$ cat src/rtl/syn_downcount_if.sv
// Control and status bundle for the auto-reloading down counter.
// The master drives en/load/d; the counter (slave) returns q/zero/borrow.
interface syn_downcount_if #(
   parameter int WIDTH = 4
);
   logic             en;
   logic             load;
   logic [WIDTH-1:0] d;
   logic [WIDTH-1:0] q;
   logic             zero;
   logic             borrow;

   modport master (
      output en, load, d,
      input  q, zero, borrow
   );

   modport slave (
      input  en, load, d,
      output q, zero, borrow
   );
endinterface

$ cat src/rtl/syn_downcount.sv
// Auto-reloading down counter built from per-bit toggle stages.
// It has a parallel load that also captures the reload value, and a one-cycle borrow on wrap.
module syn_downcount #(
   parameter int WIDTH = 4
) (
   input  logic           clk,
   input  logic           reset,
   syn_downcount_if.slave bus
);

   logic [WIDTH-1:0] q_r;
   logic [WIDTH-1:0] rld_r;
   logic             borrow_r;
   logic [WIDTH-1:0] tgl_dec;
   logic [WIDTH-1:0] tgl;
   logic             q_zero;

   assign q_zero     = (q_r == '0);
   assign bus.q      = q_r;
   assign bus.zero   = q_zero;
   assign bus.borrow = borrow_r;

   // Decrement ripple: bit i flips only when every lower bit is already 0.
   always_comb begin
      tgl_dec    = '0;
      tgl_dec[0] = 1'b1;
      for (int i = 1; i < WIDTH; i++) begin
         tgl_dec[i] = tgl_dec[i-1] & ~q_r[i-1];
      end
   end

   // Load and reload reuse the toggle path by toggling toward the target value.
   always_comb begin
      tgl = '0;
      if (bus.load) begin
         tgl = q_r ^ bus.d;
      end else if (bus.en) begin
         if (q_zero) begin
            tgl = q_r ^ rld_r;
         end else begin
            tgl = tgl_dec;
         end
      end
   end

   always_ff @(posedge clk or negedge reset) begin
      if (!reset) begin
         q_r      <= '0;
         rld_r    <= '1;
         borrow_r <= 1'b0;
      end else begin
         q_r      <= q_r ^ tgl;
         borrow_r <= ~bus.load & bus.en & q_zero;
         if (bus.load) begin
            rld_r <= bus.d;
         end
      end
   end

endmodule

$ cat src/flat_wrapper.sv
// flat-port wrapper written by rule: the top's interface ports become plain ports
module syn_downcount_flat 
#(
   parameter int WIDTH = 4
)
  (clk, reset, bus_en, bus_load, bus_d, bus_q, bus_zero, bus_borrow);
  syn_downcount_if #(.WIDTH(WIDTH)) bus_i ();
  input  logic clk;
  input  logic reset;
  input wire logic [$bits(bus_i.en)-1:0] bus_en;
  input wire logic [$bits(bus_i.load)-1:0] bus_load;
  input wire logic [$bits(bus_i.d)-1:0] bus_d;
  output wire logic [$bits(bus_i.q)-1:0] bus_q;
  output wire logic [$bits(bus_i.zero)-1:0] bus_zero;
  output wire logic [$bits(bus_i.borrow)-1:0] bus_borrow;
  assign bus_i.en = bus_en;
  assign bus_i.load = bus_load;
  assign bus_i.d = bus_d;
  assign bus_q = bus_i.q;
  assign bus_zero = bus_i.zero;
  assign bus_borrow = bus_i.borrow;
  syn_downcount #(.WIDTH(WIDTH)) u_core (.clk(clk), .reset(reset), .bus(bus_i));
endmodule
$ cat config.mk
export PLATFORM = sky130hd
export DESIGN_NAME = syn_downcount_flat
export DESIGN_NICKNAME = d
export VERILOG_FILES = /design/src/rtl/syn_downcount_if.sv /design/src/rtl/syn_downcount.sv /design/src/flat_wrapper.sv
export SDC_FILE = /design/constraint.sdc
export NUM_CORES = 1
export LEC_CHECK = 0
export ABC_AREA = 1
export BUFFER_PORTS_ARGS = -buffer_cell sky130_fd_sc_hd__buf_2
export CELL_PAD_IN_SITES_DETAIL_PLACEMENT = 1
export CELL_PAD_IN_SITES_GLOBAL_PLACEMENT = 1
export CORE_MARGIN = 2
export CORE_UTILIZATION = 24
export CTS_CLUSTER_SIZE = 28
export DETAILED_ROUTE_END_ITERATION = 10
export GPL_TIMING_DRIVEN = 0
export PLACE_DENSITY = 0.62
export REMOVE_ABC_BUFFERS = 1
export SYNTH_ARGS = -nofsm -noshare
export SYNTH_HDL_FRONTEND = slang
export SYNTH_SLANG_ARGS = --single-unit
$ cat constraint.sdc
create_clock -name clk -period 0.9 [get_ports clk]
set_input_delay 0.135 -clock clk [delete_from_list [all_inputs] [get_ports clk]]
set_output_delay 0.135 -clock clk [all_outputs]
set_load 0.05 [all_outputs]
==> results of run 1 <==
==> path summary, 6_finish.rpt <==
path	cells after the start	slack [ps]	to	start
setup reg to reg	7	-260	u_core.bus.q[2]	u_core.bus.q[3]
max in group asynchronous	2	390	u_core.rld_r[1]	reset
setup / recovery	4	-340	bus_zero	u_core.bus.q[3]
min in group asynchronous	2	260	u_core.bus.borrow	reset
hold / removal	3	90	u_core.rld_r[2]	bus_d[2]
hold reg to reg	2	490	u_core.rld_r[2]	u_core.rld_r[2]
==> stage by stage <==
stage / utilization (%) / hold slack (ps) / setup TNS, ps / std cells
2_1_floorplan: - / -160.6 / -1719 / 57
3_3_place_gp: 30.08 / 1.298 / -593.2 / 97
5_1_grt: 39.52 / 101.3 / -2894 / 112
3_5_place_dp: 30.08 / 5.105 / -669.6 / 97
6_report: 39.52 / 89.95 / -2428 / 112
4_1_cts: 37.43 / 79.91 / -1921 / 109
==> synth_stat cells (all sizes together) <==
library cell / number
nor2: 4
dfrtp: 5
nand4: 1
inv: 9
o211ai: 1
o21ai: 8
buf: 1
dfstp: 4
nand3: 5
nand2: 20
==> layout by cell type, fill, tap and decap left out <==
| master | count |
|---|---|
| sky130_fd_sc_hd__buf_2 | 7 |
| sky130_fd_sc_hd__buf_4 | 8 |
| sky130_fd_sc_hd__buf_6 | 5 |
| sky130_fd_sc_hd__buf_8 | 3 |
| sky130_fd_sc_hd__clkbuf_1 | 1 |
| sky130_fd_sc_hd__clkbuf_4 | 3 |
| sky130_fd_sc_hd__dfrtp_1 | 4 |
| sky130_fd_sc_hd__dfrtp_2 | 1 |
| sky130_fd_sc_hd__dfstp_2 | 4 |
| sky130_fd_sc_hd__dlygate4sd3_1 | 1 |
| sky130_fd_sc_hd__inv_1 | 5 |
| sky130_fd_sc_hd__inv_2 | 3 |
| sky130_fd_sc_hd__inv_4 | 1 |
| sky130_fd_sc_hd__nand2_1 | 17 |
| sky130_fd_sc_hd__nand2_2 | 2 |
| sky130_fd_sc_hd__nand2_4 | 1 |
| sky130_fd_sc_hd__nand3_1 | 3 |
| sky130_fd_sc_hd__nand3_2 | 2 |
| sky130_fd_sc_hd__nand4_1 | 1 |
| sky130_fd_sc_hd__nor2_4 | 4 |
| sky130_fd_sc_hd__o211ai_1 | 1 |
| sky130_fd_sc_hd__o21ai_0 | 6 |
| sky130_fd_sc_hd__o21ai_1 | 1 |
| sky130_fd_sc_hd__o21ai_2 | 1 |
==> where the power goes <==
part	switching (mW)	total, mW	internal, mW	leakage (nW)
Clock	0.146	0.317	0.171	0.0150
Sequential	0.0408	0.503	0.463	0.103
Combinational	0.335	0.588	0.253	0.258
==> cell families after synthesis <==
group | Yosys count | share of synthesized area [%]
simple gates | 30 | 33.85
compound gates | 9 | 10.59
buf+inv | 10 | 8.011
flops | 9 | 47.55
==> sequential cells by signal, indices dropped and copies added, names as in the netlist <==
register	count
u_core.bus.q	4
u_core.rld_r	4
u_core.bus.borrow	1
==> timing repair <==
| item | in CTS | in global routing |
|---|---|---|
| resized for setup | 19 | 4 |
| hold buffers | 1 | 0 |
| hold endpoints to repair | 9 | 0 |
| setup endpoints to repair | 10 | 11 |
| buffers inserted | 7 | 3 |
| pin swaps | 3 | 5 |
==> final cells by class <==
cell class                 count  area (sq um)  share of cell area (%)
clock buffer                   4         26.28                   3.460
inverter                       9         36.28                   4.778
multi-input combinational     39         225.2                   29.65
sequential                     9         231.5                   30.48
tap                           27         33.78                   4.448
timing repair buffer          24         206.4                   27.18
==> metal layers <==
layer	vias up	wire, microns	global-route usage (%)
met2	10	704	21.46
met5	-	0	0
met4	0	14	2.857
met1	233	527	12.86
met3	2	51	4.601
li1	237	-	-
==> worst max-delay path, delay by kind of cell, from the launching register on <==
family | cells | cell delay, ps
flip-flops | 1 | 430
buffers and inverters | 2 | 210
AND/OR/NAND/NOR | 2 | 200
==> flow_metrics.py, run 1 <==
metrics = {
    "min_path": {
        "hold_class": "input port to flip-flop",
    },
    "drt": {
        "drtIter0Drc": 3,
        "number_of_vias_after_detailed_routing": 482,
        "antenna_viol_nets_final": 0,
        "wire_per_inst_microns": 11.58,
        "dr.pass1.iters": 3,
        "vias_per_cell": 4.304,
        "postRouteWirelength_microns": 1297,
        "post-route-drc-count": 0,
    },
    "synthesis": {
        "synth-seq-cells": 9,
        "yosysSeqAreaShare_pct": 47.55,
        "area_of_the_mapped_netlist_sq_um": 484.2,
        "yosys_warnings": 0,
        "synth_top_area_cell": "sky130_fd_sc_hd__dfrtp_1",
        "post_synth_main_area_contributors": "sky130_fd_sc_hd__dfrtp_1, sky130_fd_sc_hd__dfstp_2, sky130_fd_sc_hd__nand2_1",
        "number_of_distinct_standard_cells_referenced_by_the_synthesized_netlist": 15,
        "synth.avg_cell_area_sq_um": 8.349,
        "netlist.area_leader.share_pct": 25.84,
        "netlist_instances": 58,
    },
    "global_route": {
        "grt_pass1_vias": 509,
        "grt_antenna_before_repair": 0,
        "grt_pass1_wl_microns": 2145,
        "grt_start_max_net_pins": 12,
        "grtUsageTotal_pct": 11.84,
        "gr-total-overflow": 0,
    },
    "place": {
        "detailed_place_hpwl_microns": 844.3,
        "cell_area_after_placement_sq_um": 578.1,
        "place.port_buffers": 13,
        "dp_slack_ps": -253.9,
        "place_congestion": 0.6777,
    },
    "timing": {
        "setup_viol": 11,
        "max_slew_margin_pct": 85.63,
        "clock.fmax_mhz": 809.3,
        "final.setup_skew_ps": 2.566,
        "timing_hold_violations_final": 0,
        "timing_worst_slew_pin_value_ps": 215.6,
        "rsz0062_at_grt": "true",
        "finalWorstPathRequiredPeriod_ps": 1236,
        "period_utilisation_layout_pct": 137.3,
        "post-route-worst-setup-slack_ps": -335.7,
        "timing_max_transition_violations_final": 0,
    },
    "critical_path": {
        "worst_path_largest_cell_delay_ps": 430,
        "kind_of_critical_path": "flip-flop to output pin",
        "critPathArrivalTime_ps": 1100,
        "critical-path-slowest-cell": "sky130_fd_sc_hd__dfrtp_2",
        "crit_required_ps": 760,
        "cp_cell_sequence": "nor2_4 -> nand2_4 -> inv_2 -> buf_8",
        "critical_path.max_fanout": 2,
        "timing.critical_path.to_type": "output pin",
        "worstSetupStartpointType": "flip-flop",
    },
    "floorplan": {
        "row_count": 16,
        "initial_utilization_pct": 25.20,
        "pin_count": 14,
        "core-area_sq_um": 1922,
        "die_w_microns": 48.92,
        "fp.dieH_microns": 48.92,
        "area_of_the_die_sq_um": 2393,
    },
    "power": {
        "power.density_nw_per_um2": 1855,
        "design_power_total_mw": 1.409,
        "max-vdd-ir-drop_mv": 0.7473,
        "p_leak_nw": 0.3768,
    },
    "layout": {
        "drive_above_1_share_pct": 52.94,
        "fin_area_sq_um": 759.5,
        "antennaDiodeCount": 0,
        "areaGrowthSynthToFinish_pct": 56.85,
        "number_of_nets_in_the_layout": 94,
        "fillers": 247,
    },
    "clock_network": {
        "cts_made_buffers": 3,
        "ctsLongestPathBuffers": 2,
        "ctsRootBufferMaster": "sky130_fd_sc_hd__clkbuf_4",
        "clkLatencyLatePin_ps": 260,
        "tritoncts_clock_tree": "built",
        "clock_sink_count": 9,
        "ctsHtreeMaxLevel": 1,
        "cts.reportedPaths.clkPinSlew_ps": 60,
    },
    "flow_run": {
        "cap_violations": 0,
    },
    "status": {
        "outcome": "finished, violations left",
        "violations": "negative setup slack",
    },
}
Note: power is estimated with default switching activity, not from simulation.
==> run 2, diff against run 1 <==
--- a/config.mk
+++ b/config.mk
@@ -6,15 +6,15 @@
 export NUM_CORES = 1
 export LEC_CHECK = 0
 export ABC_AREA = 1
-export BUFFER_PORTS_ARGS = -buffer_cell sky130_fd_sc_hd__buf_2
 export CELL_PAD_IN_SITES_DETAIL_PLACEMENT = 1
 export CELL_PAD_IN_SITES_GLOBAL_PLACEMENT = 1
 export CORE_MARGIN = 2
 export CORE_UTILIZATION = 24
 export CTS_CLUSTER_SIZE = 28
 export DETAILED_ROUTE_END_ITERATION = 10
+export DONT_BUFFER_PORTS = 1
 export GPL_TIMING_DRIVEN = 0
-export PLACE_DENSITY = 0.62
+export PLACE_DENSITY = 0.53
 export REMOVE_ABC_BUFFERS = 1
 export SYNTH_ARGS = -nofsm -noshare
 export SYNTH_HDL_FRONTEND = slang
==> constraint.sdc (replaced) <==
create_clock -name clk -period 0.9 [get_ports clk]
set_input_delay 0.18 -clock clk [delete_from_list [all_inputs] [get_ports clk]]
set_output_delay 0.18 -clock clk [all_outputs]
set_load 0.05 [all_outputs]
==> run 2 against run 1 <==
- the run still ends with negative setup slack left
- setup slack worse by 200 ps
- via count shrank 13%
- critical endpoint unchanged
- total power down 11%
- highest routed layer unchanged
- critical path depth down 1
- cell area is 17% lower
- first-iteration DRC count shrank 100%
==> flow_metrics.py, run 2 (synthesized netlist as in run 1, its figures left out) <==
metrics = {
    "status": {
        "outcome": "finished, violations left",
        "violations": "negative setup slack",
    },
    "drt": {
        "drtIter0Drc": 0,
        "dr.pass1.iters": 1,
        "wire_per_inst_microns": 12.34,
        "number_of_vias_after_detailed_routing": 420,
        "postRouteWirelength_microns": 1185,
        "antenna_viol_nets_final": 0,
        "vias_per_cell": 4.375,
        "post-route-drc-count": 0,
    },
    "layout": {
        "number_of_nets_in_the_layout": 78,
        "areaGrowthSynthToFinish_pct": 30.75,
        "layout.core_utilization_pct": 32.94,
        "drive_above_1_share_pct": 46.38,
        "antennaDiodeCount": 0,
        "final_common_cell": "sky130_fd_sc_hd__nand2_1",
        "mostFrequentLayoutCells": "sky130_fd_sc_hd__nand2_1, sky130_fd_sc_hd__inv_1, sky130_fd_sc_hd__o21ai_0",
    },
    "critical_path": {
        "timing.rr.end": "u_core.bus.q[0]",
        "worstSetupStartpointType": "flip-flop",
        "ff2ff_path_depth": 7,
        "startpoint": "u_core.bus.q[1]",
        "crit_path_end": "bus_zero",
        "worst_r2r_startpoint": "u_core.bus.q[3]",
        "kind_of_critical_path": "flip-flop to output pin",
        "critPathArrivalTime_ps": 1260,
        "timing.critical_path.to_type": "output pin",
        "critPathTopFamily": "flip-flops",
        "cp_cell_sequence": "nor2_4 -> nand2_4 -> clkinvlp_4",
        "worst_path_largest_cell_delay_ps": 530,
        "critical_path.max_fanout": 3,
        "crit_required_ps": 720,
        "number_of_logic_stages_on_the_critical_path_including_buffering": 3,
        "timing.reg2reg.setup_slack_ps": -410,
        "cp_num_buf_inv": 1,
        "critical-path-slowest-cell": "sky130_fd_sc_hd__dfrtp_2",
    },
    "clock_network": {
        "ctsLongestPathBuffers": 2,
        "clock_sink_count": 9,
        "tritoncts_clock_tree": "built",
        "cts_made_buffers": 3,
        "cts.reportedPaths.clkPinSlew_ps": 70,
        "ctsHtreeMaxLevel": 1,
        "clkLatencyLatePin_ps": 270,
        "ctsRootBufferMaster": "sky130_fd_sc_hd__clkbuf_4",
    },
    "timing": {
        "tns_ps": -2894,
        "timing_max_transition_violations_final": 0,
        "setup_viol": 11,
        "timing_hold_violations_final": 0,
        "rsz0062_at_grt": "true",
        "final.setup_skew_ps": 5.466,
        "hold_ws_ps": 23.53,
        "max_slew_margin_pct": 70.88,
        "period_utilisation_layout_pct": 160.0,
        "clock.fmax_mhz": 694.6,
        "post-route-worst-setup-slack_ps": -539.6,
        "finalWorstPathRequiredPeriod_ps": 1440,
        "timing_worst_slew_pin_value_ps": 435.3,
    },
    "floorplan": {
        "row_count": 16,
        "pin_count": 14,
        "initial_utilization_pct": 25.20,
        "die_w_microns": 48.92,
        "core-area_sq_um": 1922,
        "fp.dieH_microns": 48.92,
        "area_of_the_die_sq_um": 2393,
    },
    "power": {
        "power.density_nw_per_um2": 1989,
        "p_leak_nw": 0.2812,
        "max-vdd-ir-drop_mv": 0.9706,
        "design_power_total_mw": 1.259,
    },
    "place": {
        "place.port_buffers": 0,
        "detailed_place_hpwl_microns": 803.4,
        "place_congestion": 0.7089,
        "dp_slack_ps": -563.9,
    },
    "global_route": {
        "grt_antenna_before_repair": 0,
        "grtUsageTotal_pct": 12.01,
        "grt_pass1_wl_microns": 2083,
        "gr-total-overflow": 0,
        "grt_pass1_vias": 472,
        "grt_start_max_net_pins": 10,
    },
    "flow_run": {
        "cap_violations": 0,
    },
    "min_path": {
        "hold_class": "input port to flip-flop",
    },
}
==> run 2: worst min-delay path by stage <==
stage	cells past startpoint	slack (ps)	to	start
floorplan	0	-120	u_core.bus.borrow	reset
global placement	0	-120	u_core.bus.q[0]	reset
detailed placement	0	-120	u_core.bus.q[0]	reset
CTS	3	10	u_core.rld_r[2]	bus_load
global route	2	30	u_core.rld_r[2]	bus_d[2]
finish	3	20	u_core.rld_r[2]	bus_load
==> run 2: power breakdown <==
| part | total [mW] | internal, mW | switching [mW] |
|---|---|---|---|
| combinational | 0.309 | 0.130 | 0.179 |
| sequential | 0.621 | 0.465 | 0.155 |
| clock | 0.330 | 0.172 | 0.158 |
| total | 1.26 | 0.767 | 0.492 |
==> run 2: tightest hold or removal path, delay by kind of cell <==
family	cells	cell delay, ps
buffers and inverters	1	30
AND/OR/NAND/NOR	2	90
==> run 2: final cells by class <==
type	instances	area, sq um
inverter	9	37.54
clock buffer	4	26.28
timing repair buffer	8	68.82
sequential	9	236.5
multi-input combinational	39	230.2
tap	27	33.78
fill	244	1289
==> run 2: layer usage <==
metal | track usage [%] | wire length (microns) | vias up
li1 | - | - | 206
met1 | 13.36 | 499 | 199
met2 | 18.49 | 569 | 13
met3 | 7.669 | 103 | 2
met4 | 4.286 | 13 | 0
met5 | 0 | 0 | -
==> run 2: timing repair <==
action | CTS | global route
setup endpoints to repair | 11 | 11
buffers inserted | 4 | 2
gates resized for setup | 7 | 3
hold endpoints to repair | 12 | 0
hold buffers | 2 | 0
pin swaps | 4 | 3
==> run 2: metrics by stage <==
step           instances  area [sq um]
6_report              96         633.1
5_1_grt               96         633.1
4_1_cts               94         603.1
3_5_place_dp          84         513.0
3_3_place_gp          84         513.0
2_1_floorplan         57         479.2
==> run 3, diff against run 2 <==
--- a/config.mk
+++ b/config.mk
@@ -15,7 +15,7 @@
 export DONT_BUFFER_PORTS = 1
 export GPL_TIMING_DRIVEN = 0
 export PLACE_DENSITY = 0.53
-export REMOVE_ABC_BUFFERS = 1
+export RECOVER_POWER = 25
 export SYNTH_ARGS = -nofsm -noshare
 export SYNTH_HDL_FRONTEND = slang
 export SYNTH_SLANG_ARGS = --single-unit
==> run 3 against run 2 <==
- the run still ends with negative setup slack left
- largest cell class unchanged
- critical path type unchanged
- cell area fell by 6.9%
- register-to-register slack improved by 90 ps
- setup slack improved by 3.2 ps
==> flow_metrics.py, run 3 (synthesized netlist as in run 1, its figures left out) <==
metrics = {
    "status": {
        "outcome": "finished, violations left",
        "violations": "negative setup slack",
    },
    "layout": {
        "cell_count_final_fillers_out": 93,
        "antennaDiodeCount": 0,
        "number_of_nets_in_the_layout": 75,
        "drive_above_1_share_pct": 40.91,
        "fin_area_sq_um": 589.3,
        "fillers": 245,
        "final_common_cell": "sky130_fd_sc_hd__nand2_1",
        "areaGrowthSynthToFinish_pct": 21.71,
        "mostFrequentLayoutCells": "sky130_fd_sc_hd__nand2_1, sky130_fd_sc_hd__inv_1, sky130_fd_sc_hd__o21ai_0, sky130_fd_sc_hd__nand3_1",
    },
    "critical_path": {
        "crit_path_end": "bus_zero",
        "ff2ff_path_depth": 6,
        "worst_path_largest_cell_delay_ps": 580,
        "number_of_logic_stages_on_the_critical_path_including_buffering": 3,
        "cp_cell_sequence": "nor2_4 -> nand2_4 -> clkinvlp_4",
        "worst_r2r_startpoint": "u_core.bus.q[3]",
        "timing.critical_path.to_type": "output pin",
        "kind_of_critical_path": "flip-flop to output pin",
        "critPathTopFamily": "flip-flops",
        "worstSetupStartpointType": "flip-flop",
        "critical_path.max_fanout": 4,
        "critPathArrivalTime_ps": 1260,
        "timing.rr.end": "u_core.bus.q[0]",
        "critical-path-slowest-cell": "sky130_fd_sc_hd__dfrtp_4",
        "cp_num_buf_inv": 1,
        "crit_required_ps": 720,
        "timing.reg2reg.setup_slack_ps": -320,
        "startpoint": "u_core.bus.q[3]",
    },
    "floorplan": {
        "fp.dieH_microns": 48.92,
        "initial_utilization_pct": 25.20,
        "core-area_sq_um": 1922,
        "pin_count": 14,
        "row_count": 16,
        "die_w_microns": 48.92,
        "area_of_the_die_sq_um": 2393,
    },
    "global_route": {
        "grt_antenna_before_repair": 0,
        "grtUsageTotal_pct": 11.54,
        "grt_start_max_net_pins": 11,
        "gr-total-overflow": 0,
        "grt_pass1_vias": 445,
        "grt_pass1_wl_microns": 2014,
    },
    "clock_network": {
        "tritoncts_clock_tree": "built",
        "cts.reportedPaths.clkPinSlew_ps": 70,
        "clkLatencyLatePin_ps": 270,
        "ctsLongestPathBuffers": 2,
        "ctsRootBufferMaster": "sky130_fd_sc_hd__clkbuf_4",
        "clock_sink_count": 9,
        "cts_made_buffers": 3,
        "ctsHtreeMaxLevel": 1,
    },
    "place": {
        "detailed_place_hpwl_microns": 850.5,
        "dp_slack_ps": -324.5,
        "placed_cells_incl_taps": 85,
        "cell_area_after_placement_sq_um": 526.8,
        "place.port_buffers": 0,
        "place_congestion": 0.7217,
    },
    "min_path": {
        "hold_class": "input port to flip-flop",
        "min_path_cells": 2,
    },
    "timing": {
        "max_slew_margin_pct": 70.87,
        "timing_max_transition_violations_final": 0,
        "final.setup_skew_ps": 1.137,
        "finalWorstPathRequiredPeriod_ps": 1436,
        "clock.fmax_mhz": 696.2,
        "hold_ws_ps": 21.96,
        "setup_viol": 11,
        "timing_worst_slew_pin_value_ps": 435.5,
        "post-route-worst-setup-slack_ps": -536.4,
        "period_utilisation_layout_pct": 159.6,
        "rsz0062_at_grt": "true",
        "timing_hold_violations_final": 0,
    },
    "drt": {
        "route.layer.met1.wl_microns": 525,
        "vias_per_cell": 4.333,
        "topRoutingLayerUsed": "met4",
        "drtIter0Drc": 3,
        "met2WireLength_microns": 540,
        "dr.pass1.iters": 2,
        "antenna_viol_nets_final": 0,
        "wire_per_inst_microns": 12.26,
        "post-route-drc-count": 0,
        "number_of_vias_after_detailed_routing": 403,
        "wl_met3_microns": 50,
        "postRouteWirelength_microns": 1140,
    },
    "power": {
        "power.density_nw_per_um2": 2074,
        "max-vdd-ir-drop_mv": 0.5247,
        "p_leak_nw": 0.2631,
    },
    "flow_run": {
        "cap_violations": 0,
    },
    "synthesis": {
        "synthesis.nets": 66,
    },
}
run 3: cell types whose count changed in the layout (fill, tap and decap cells not counted):
| cell | previous run | this run |
|---|---|---|
| sky130_fd_sc_hd__nand3_1 | 2 | 5 |
| sky130_fd_sc_hd__o21ai_0 | 6 | 5 |
| sky130_fd_sc_hd__buf_4 | 5 | 3 |
| sky130_fd_sc_hd__o21ai_1 | 1 | 2 |
| sky130_fd_sc_hd__buf_2 | 0 | 1 |
| sky130_fd_sc_hd__nand3_2 | 3 | 0 |
| sky130_fd_sc_hd__dfrtp_4 | 0 | 1 |
| sky130_fd_sc_hd__buf_6 | 1 | 0 |
| sky130_fd_sc_hd__dlygate4sd3_1 | 2 | 1 |
| sky130_fd_sc_hd__dfrtp_2 | 5 | 4 |
run 3: how the worst min path moves through the flow:
stage | start | to
3_5_place_dp | reset | u_core.bus.q[0]
3_3_place_gp | reset | u_core.bus.q[0]
5_1_grt | bus_d[2] | u_core.rld_r[2]
2_1_floorplan | reset | u_core.bus.borrow
6_report | bus_d[2] | u_core.rld_r[2]
4_1_cts | bus_d[2] | u_core.rld_r[2]
run 3: area by class of cell:
cell class | instances | area, sq um | area share, %
plain buffers | 1 | 5.005 | 0.8493
flip-flops and latches | 9 | 239.0 | 40.55
well taps | 27 | 33.78 | 5.732
clock buffers | 4 | 26.28 | 4.459
inverters | 9 | 37.54 | 6.369
repair buffers | 4 | 32.53 | 5.520
multi-input cells | 39 | 215.2 | 36.52
run 3: stage by stage:
stage	TNS, ps	util, %	power [mW]
final	-2487	30.66	1.222
after global routing	-2931	30.66	1.299
after CTS	-2510	30.53	1.226
after detailed placement	-1356	27.41	0.8513
after global placement	-1340	27.41	0.8463
after floorplan	-928.3	-	0.8040
run 3: repair_timing:
item	4_1_cts	5_1_grt
setup endpoints to repair	11	12
hold buffers	1	0
resized for setup	1	2
endpoints found under the hold margin	9	0
setup buffers	3	1
pin swaps	3	3
run 3: power by group:
group	switching (mW)	total (mW)	internal, mW
sequential	0.159	0.627	0.468
combinational	0.165	0.261	0.0960
clock	0.162	0.334	0.172
run 3: routing by layer:
metal	up-vias	global-route usage [%]
met5	-	0
met3	4	4.601
li1	200	-
met1	190	13.31
met2	9	17.81
met4	0	7.143
